--- src/rtl/div_pkg.sv ---
// Shared types and constants for the sequential restoring divider.
package div_pkg;

  typedef enum logic [1:0] {
    IDLE = 2'd0,
    CALC = 2'd1,
    FIN  = 2'd2
  } div_state_e;

  localparam int DIV_WIDTH = 16;

  // Divide-by-zero quotient is all ones; callers slice to their own width.
  localparam logic [63:0] DIV0_QUOT = '1;

endpackage

--- src/rtl/div_rq_reg.sv ---
// Combined remainder/quotient {A,Q} register: load, then one shift-subtract step per clock.
module div_rq_reg
  import div_pkg::*;
#(
  parameter int WIDTH = DIV_WIDTH
) (
  input  logic             i_clk,
  input  logic             i_rst_n,
  input  logic             i_load,
  input  logic             i_step,
  input  logic [WIDTH-1:0] i_dividend,
  input  logic [WIDTH-1:0] i_divisor,
  output logic [WIDTH-1:0] o_q_nxt,
  output logic [WIDTH-1:0] o_rem_nxt
);

  logic [WIDTH:0]   r_a;
  logic [WIDTH-1:0] r_q;
  logic [WIDTH-1:0] r_d;

  logic [WIDTH+1:0] w_trial;
  logic [WIDTH:0]   w_a_nxt;
  logic [WIDTH-1:0] w_q_nxt;

  // Trial subtract on the full shifted A (one extra bit) so the borrow is never lost.
  assign w_trial = {r_a, r_q[WIDTH-1]} - {2'b00, r_d};

  always_comb begin
    w_a_nxt = {r_a[WIDTH-1:0], r_q[WIDTH-1]};
    w_q_nxt = {r_q[WIDTH-2:0], 1'b0};
    if (!w_trial[WIDTH+1]) begin
      w_a_nxt = w_trial[WIDTH:0];
      w_q_nxt = {r_q[WIDTH-2:0], 1'b1};
    end
  end

  always_ff @(posedge i_clk or negedge i_rst_n) begin
    if (!i_rst_n) begin
      r_a <= '0;
      r_q <= '0;
      r_d <= '0;
    end else if (i_load) begin
      r_a <= '0;
      r_q <= i_dividend;
      r_d <= i_divisor;
    end else if (i_step) begin
      r_a <= w_a_nxt;
      r_q <= w_q_nxt;
    end
  end

  assign o_q_nxt   = w_q_nxt;
  assign o_rem_nxt = w_a_nxt[WIDTH-1:0];

endmodule

--- src/rtl/div_seq.sv ---
// Sequential unsigned divider: FSM, iteration counter and result registers around div_rq_reg.
module div_seq
  import div_pkg::*;
#(
  parameter int WIDTH = DIV_WIDTH,
  parameter int CNT_W = 5
) (
  input  logic             i_clk,
  input  logic             i_rst_n,
  input  logic             i_start,
  input  logic [WIDTH-1:0] i_dividend,
  input  logic [WIDTH-1:0] i_divisor,
  output logic [WIDTH-1:0] o_quotient,
  output logic [WIDTH-1:0] o_remainder,
  output logic             o_busy,
  output logic             o_done,
  output logic             o_div_zero
);

  div_state_e       r_state;
  logic [CNT_W-1:0] r_cnt;
  logic [WIDTH-1:0] r_quot;
  logic [WIDTH-1:0] r_rem;
  logic             r_busy;
  logic             r_done;
  logic             r_dz;

  logic             w_accept;
  logic             w_div0;
  logic             w_load;
  logic             w_step;
  logic [WIDTH-1:0] w_q_nxt;
  logic [WIDTH-1:0] w_rem_nxt;

  // FIN accepts like IDLE so back-to-back operations lose no cycle.
  assign w_accept = i_start && (r_state == IDLE || r_state == FIN);
  assign w_div0   = (i_divisor == '0);
  assign w_load   = w_accept && !w_div0;
  assign w_step   = (r_state == CALC);

  div_rq_reg #(.WIDTH(WIDTH)) u_rq (
    .i_clk      (i_clk),
    .i_rst_n    (i_rst_n),
    .i_load     (w_load),
    .i_step     (w_step),
    .i_dividend (i_dividend),
    .i_divisor  (i_divisor),
    .o_q_nxt    (w_q_nxt),
    .o_rem_nxt  (w_rem_nxt)
  );

  always_ff @(posedge i_clk or negedge i_rst_n) begin
    if (!i_rst_n) begin
      r_state <= IDLE;
      r_cnt   <= '0;
      r_quot  <= '0;
      r_rem   <= '0;
      r_busy  <= 1'b0;
      r_done  <= 1'b0;
      r_dz    <= 1'b0;
    end else begin
      case (r_state)
        CALC: begin
          r_cnt <= r_cnt - CNT_W'(1);
          if (r_cnt == CNT_W'(1)) begin
            r_quot  <= w_q_nxt;
            r_rem   <= w_rem_nxt;
            r_state <= FIN;
            r_busy  <= 1'b0;
            r_done  <= 1'b1;
          end
        end
        default: begin
          r_done  <= 1'b0;
          r_state <= IDLE;
          if (w_accept) begin
            if (w_div0) begin
              r_quot  <= DIV0_QUOT[WIDTH-1:0];
              r_rem   <= i_dividend;
              r_dz    <= 1'b1;
              r_state <= FIN;
              r_done  <= 1'b1;
            end else begin
              r_cnt   <= CNT_W'(WIDTH);
              r_dz    <= 1'b0;
              r_state <= CALC;
              r_busy  <= 1'b1;
            end
          end
        end
      endcase
    end
  end

  assign o_quotient  = r_quot;
  assign o_remainder = r_rem;
  assign o_busy      = r_busy;
  assign o_done      = r_done;
  assign o_div_zero  = r_dz;

endmodule

--- config.mk ---
export PLATFORM = sky130hd
export DESIGN_NAME = div_seq
export DESIGN_NICKNAME = d
export VERILOG_FILES = /design/src/rtl/div_pkg.sv /design/src/rtl/div_rq_reg.sv /design/src/rtl/div_seq.sv
export SDC_FILE = /design/constraint.sdc
export NUM_CORES = 1
export LEC_CHECK = 0
export ABC_CLOCK_PERIOD_IN_PS = 5700
export CORE_AREA = 2 2 91 102
export CTS_BUF_LIST = sky130_fd_sc_hd__clkbuf_4 sky130_fd_sc_hd__clkbuf_8
export CTS_CLUSTER_SIZE = 10
export DETAILED_ROUTE_END_ITERATION = 10
export DIE_AREA = 0 0 93 104
export HOLD_SLACK_MARGIN = 0.06
export PLACE_DENSITY = 0.89
export SLEW_MARGIN = 20
export SYNTH_ARGS = -nofsm -noshare
export SYNTH_HDL_FRONTEND = slang
export SYNTH_HIERARCHICAL = 1
export SYNTH_SLANG_ARGS = --single-unit
export TNS_END_PERCENT = 20
--- constraint.sdc ---
create_clock -name i_clk -period 5.7 [get_ports i_clk]
set_clock_uncertainty 0.1 [all_clocks]
set_input_delay 0.855 -clock i_clk [delete_from_list [all_inputs] [get_ports i_clk]]
set_output_delay 0.855 -clock i_clk [all_outputs]
set_load 0.005 [all_outputs]
==> results.py <==
metrics = {
    "timing": {
        "relSlewSlack_pct": 34.1,
        "finalSetupViolations": 0,
        "slew_violations": 0,
        "finalHoldViolCount": 0,
        "period_share_pct": 57.6,
        "setup_tns_ns": 0,
        "rsz0062_at_grt": "no",
        "tightest_slew_ns": 0.985,
        "worst_slack_ns": 2.41,
        "hold_ws_ns": 0.399,
        "max_freq_ghz": 0.304,
        "period_needed_ns": 3.29,
    },
    "power_and_ir_drop": {
        "leakagePower_nw": 2.69,
        "p_int_mw": 2.60,
        "p_sw_share_pct": 43.7,
        "comb_power_share_pct": 62.3,
        "power_density_nw_per_um2": 760,
        "power.net_switching_mw": 2.02,
        "p_seq_share_pct": 25.9,
        "power_frac_clock_pct": 11.7,
        "peakVddDrop_uv": 348,
    },
    "logic_synthesis": {
        "synth.top_cell.area_share_pct": 42.9,
        "async_flop_share_pct": 100,
        "synth_warnings": 6,
        "ys_seq_area_share_pct": 42.9,
        "synth_top_cells_by_area": "dfrtp_1 (43%), nand2_1 (7.6%), ha_1 (4.3%), o21ai_0 (4.2%), mux2_4 (4.0%)",
        "synth_area_leader_cell": "dfrtp_1",
        "ys.flop_type": "dfrtp_1",
        "syn_avg_cell_area_um2": 9.86,
        "synth.distinct_cells": 65,
        "ys_seq_elements": 90,
        "synth_nets": 586,
        "synth_edf_count": 0,
        "netlist_instances": 532,
        "syn_area_um2": 5250,
    },
    "hold_path": {
        "hold_end": "o_quotient[2]",
        "hp-class": "register to register",
        "hp-start": "o_quotient[2]",
        "holdPathStages": 1,
    },
    "route": {
        "viasPerCell": 5.90,
        "first_pass_iters": 4,
        "drc": 0,
        "wirelength_um": 12400,
        "ant_nets": 0,
        "routedWlPerCell_um": 17.9,
        "vias": 4080,
        "drt_iter0_drc": 239,
    },
    "cts": {
        "clock_latency_ns": 0.37,
        "cts_tree": "yes",
        "cts_hold_buf": 0,
        "cts_buffers": 9,
        "cts_setup_buffers": 0,
        "clock_path_buffers": 2,
        "cts_resized": 0,
        "root_buffer": "clkbuf_8",
        "htree_levels": 3,
        "cts.sinks": 90,
        "cts.clk_slew.worst_paths_ns": 0.09,
    },
    "critical_path": {
        "cp_num_buf_inv": 2,
        "reg2reg_from": "u_rq/r_q[15]",
        "crit_arrival_ns": 3.44,
        "crit_slowest_cell": "a221oi_1",
        "crit_chain": "inv_1 > ha_1 > inv_1 > fa_1 > a21o_1 > a221oi_1 > o21ai_0 > a311oi_1 > xnor2_1 > nand2_1 > nand2_1 > nand2_1 > nand2_1 > mux2_4",
        "cp.required_ns": 5.86,
        "regToRegSetupSlack_ns": 2.41,
        "crit_path_max_fanout": 3,
        "reg2reg_depth": 14,
        "cpPeakStageDelay_ns": 0.56,
        "crit_path_start_kind": "register",
        "cp-end-kind": "register",
        "path_delay_family": "compound AO/OA/AOI/OAI gates",
        "r2r_end": "o_remainder[14]",
        "crit_type": "register to register",
        "crit_top_cell": "nand2_1",
    },
    "global_route": {
        "grt_first_pass_wirelength_um": 20400,
        "grt_overflow": 0,
        "grt_usage_pct": 26.8,
        "grt_pass1_vias": 4238,
        "grt_max_degree": 91,
        "antenna_found_initial": 0,
    },
    "floorplanning": {
        "fp.dieH_um": 104,
        "start_util_pct": 60.6,
        "core-area_um2": 8650,
        "ios": 70,
        "die_area_um2": 9670,
        "rows": 36,
        "die_w_um": 93,
    },
    "cells_and_area": {
        "layout-drive-gt1-share_pct": 12.6,
        "final_nets": 627,
        "antenna_cells": 0,
        "fin_util_pct": 70.4,
        "postLayoutCellArea_um2": 6090,
        "area_delta_synth_final_pct": 16.1,
    },
    "status": {
        "outcome": "finished, final reports clean",
    },
    "placement": {
        "gp_congestion": 0.875,
        "io_buffer_count": 69,
        "pre_cts_slack_ns": 2.03,
        "place_area_um2": 5830,
        "dp_hpwl_um": 8720,
    },
    "run": {
        "maxCapViolations": 0,
    },
}
==> metrics by stage <==
stage / std cells / power, mW
floorplan: 532 / 3.39
detailed placement: 676 / 4.02
CTS: 692 / 4.61
global route: 692 / 4.96
global placement: 676 / 3.92
finish: 692 / 4.62
==> cells in the mapped netlist (3+ instances only) <==
master and instances:
o21ai_0 44, nor3_1 3, dfrtp_1 90, ha_1 18, clkbuf_1 16, mux2_4 14, a21o_1 7, nor2_1 26
buf_4 17, a311oi_1 3, a21oi_1 15, nand2_1 106, o21a_1 9, mux2i_1 16, nand3b_1 4, nand3_1 3
xnor2_1 8, mux2_2 13, or3_1 3, nor4_2 4, and3_1 3, buf_6 4, o22a_1 16, o221ai_1 3
nand4_1 4, inv_1 27, xor2_1 4, buf_2 3
==> worst max path at each step <==
stage                      start         endpoint  slack [ns]  depth (start not counted)
floorplan           u_rq/r_q[15]  o_remainder[14]        2.96                         14
global placement    i_divisor[4]   o_remainder[1]        2.09                          5
detailed placement  i_divisor[4]  o_remainder[15]        2.03                          5
CTS                 i_divisor[4]   o_remainder[1]        2.40                          5
global route        u_rq/r_q[15]  o_remainder[14]        2.28                         14
finish              u_rq/r_q[15]  o_remainder[14]        2.41                         14
==> state kept, by name, indices dropped and copies added (netlist names) <==
register and count:
o_busy 1, r_state 1, r_cnt 5, u_rq/r_a 17, o_done 1, u_rq/r_d 16, o_div_zero 1, o_remainder 16
o_quotient 16, u_rq/r_q 16
==> per-layer routing <==
layer | vias up | track usage, % | wire (µm)
met3 | 24 | 5.29 | 518
li1 | 1915 | - | -
met5 | - | 0 | 0
met2 | 112 | 45.2 | 6320
met4 | 0 | 9.14 | 240
met1 | 2029 | 34.5 | 5280
==> kinds of logic after synthesis <==
kind of cell / count (synthesis) / synth area share (%)
AOI/OAI and AO/OA: 123 / 16.7
adders and majority gates: 19 / 4.68
DFF: 90 / 42.9
muxes: 43 / 9.85
and+or+nand+nor: 173 / 15.7
xor gates and xnor gates: 13 / 2.53
buffers and inverters: 71 / 7.66
==> power by group through the flow <==
stage / Clock, mW / Sequential, mW / Combinational, mW
CTS: 0.547 / 1.19 / 2.87
global route: 0.578 / 1.23 / 3.16
finish: 0.542 / 1.20 / 2.88
global placement: 0 / 1.19 / 2.72
detailed placement: 0 / 1.20 / 2.82
floorplan: 0 / 1.14 / 2.25
==> cell type report <==
cell class                 count  area, µm²
timing repair buffer          73        722
tap                          114        143
multi-input combinational    371       2610
sequential                    90       2250
inverter                      28        110
clock inverter                 6        114
clock buffer                  10        138
fill                         643       2560
==> cell usage in the layout (no fill, tap or decap), types with 9 or more instances in the layout <==
| cell type | netlist | routed |
|---|---|---|
| nand2_1 | 106 | 106 |
| o21ai_0 | 44 | 44 |
| o21a_1 | 9 | 9 |
| mux2_4 | 14 | 14 |
| clkdlybuf4s50_1 | 0 | 68 |
| clkbuf_8 | 0 | 10 |
| nor2_1 | 26 | 26 |
| ha_1 | 18 | 18 |
| dfrtp_1 | 90 | 90 |
| mux2i_1 | 16 | 16 |
| o22a_1 | 16 | 16 |
| inv_1 | 27 | 26 |
| mux2_2 | 13 | 13 |
| a21oi_1 | 15 | 15 |
(Power assumes the default switching activity.)
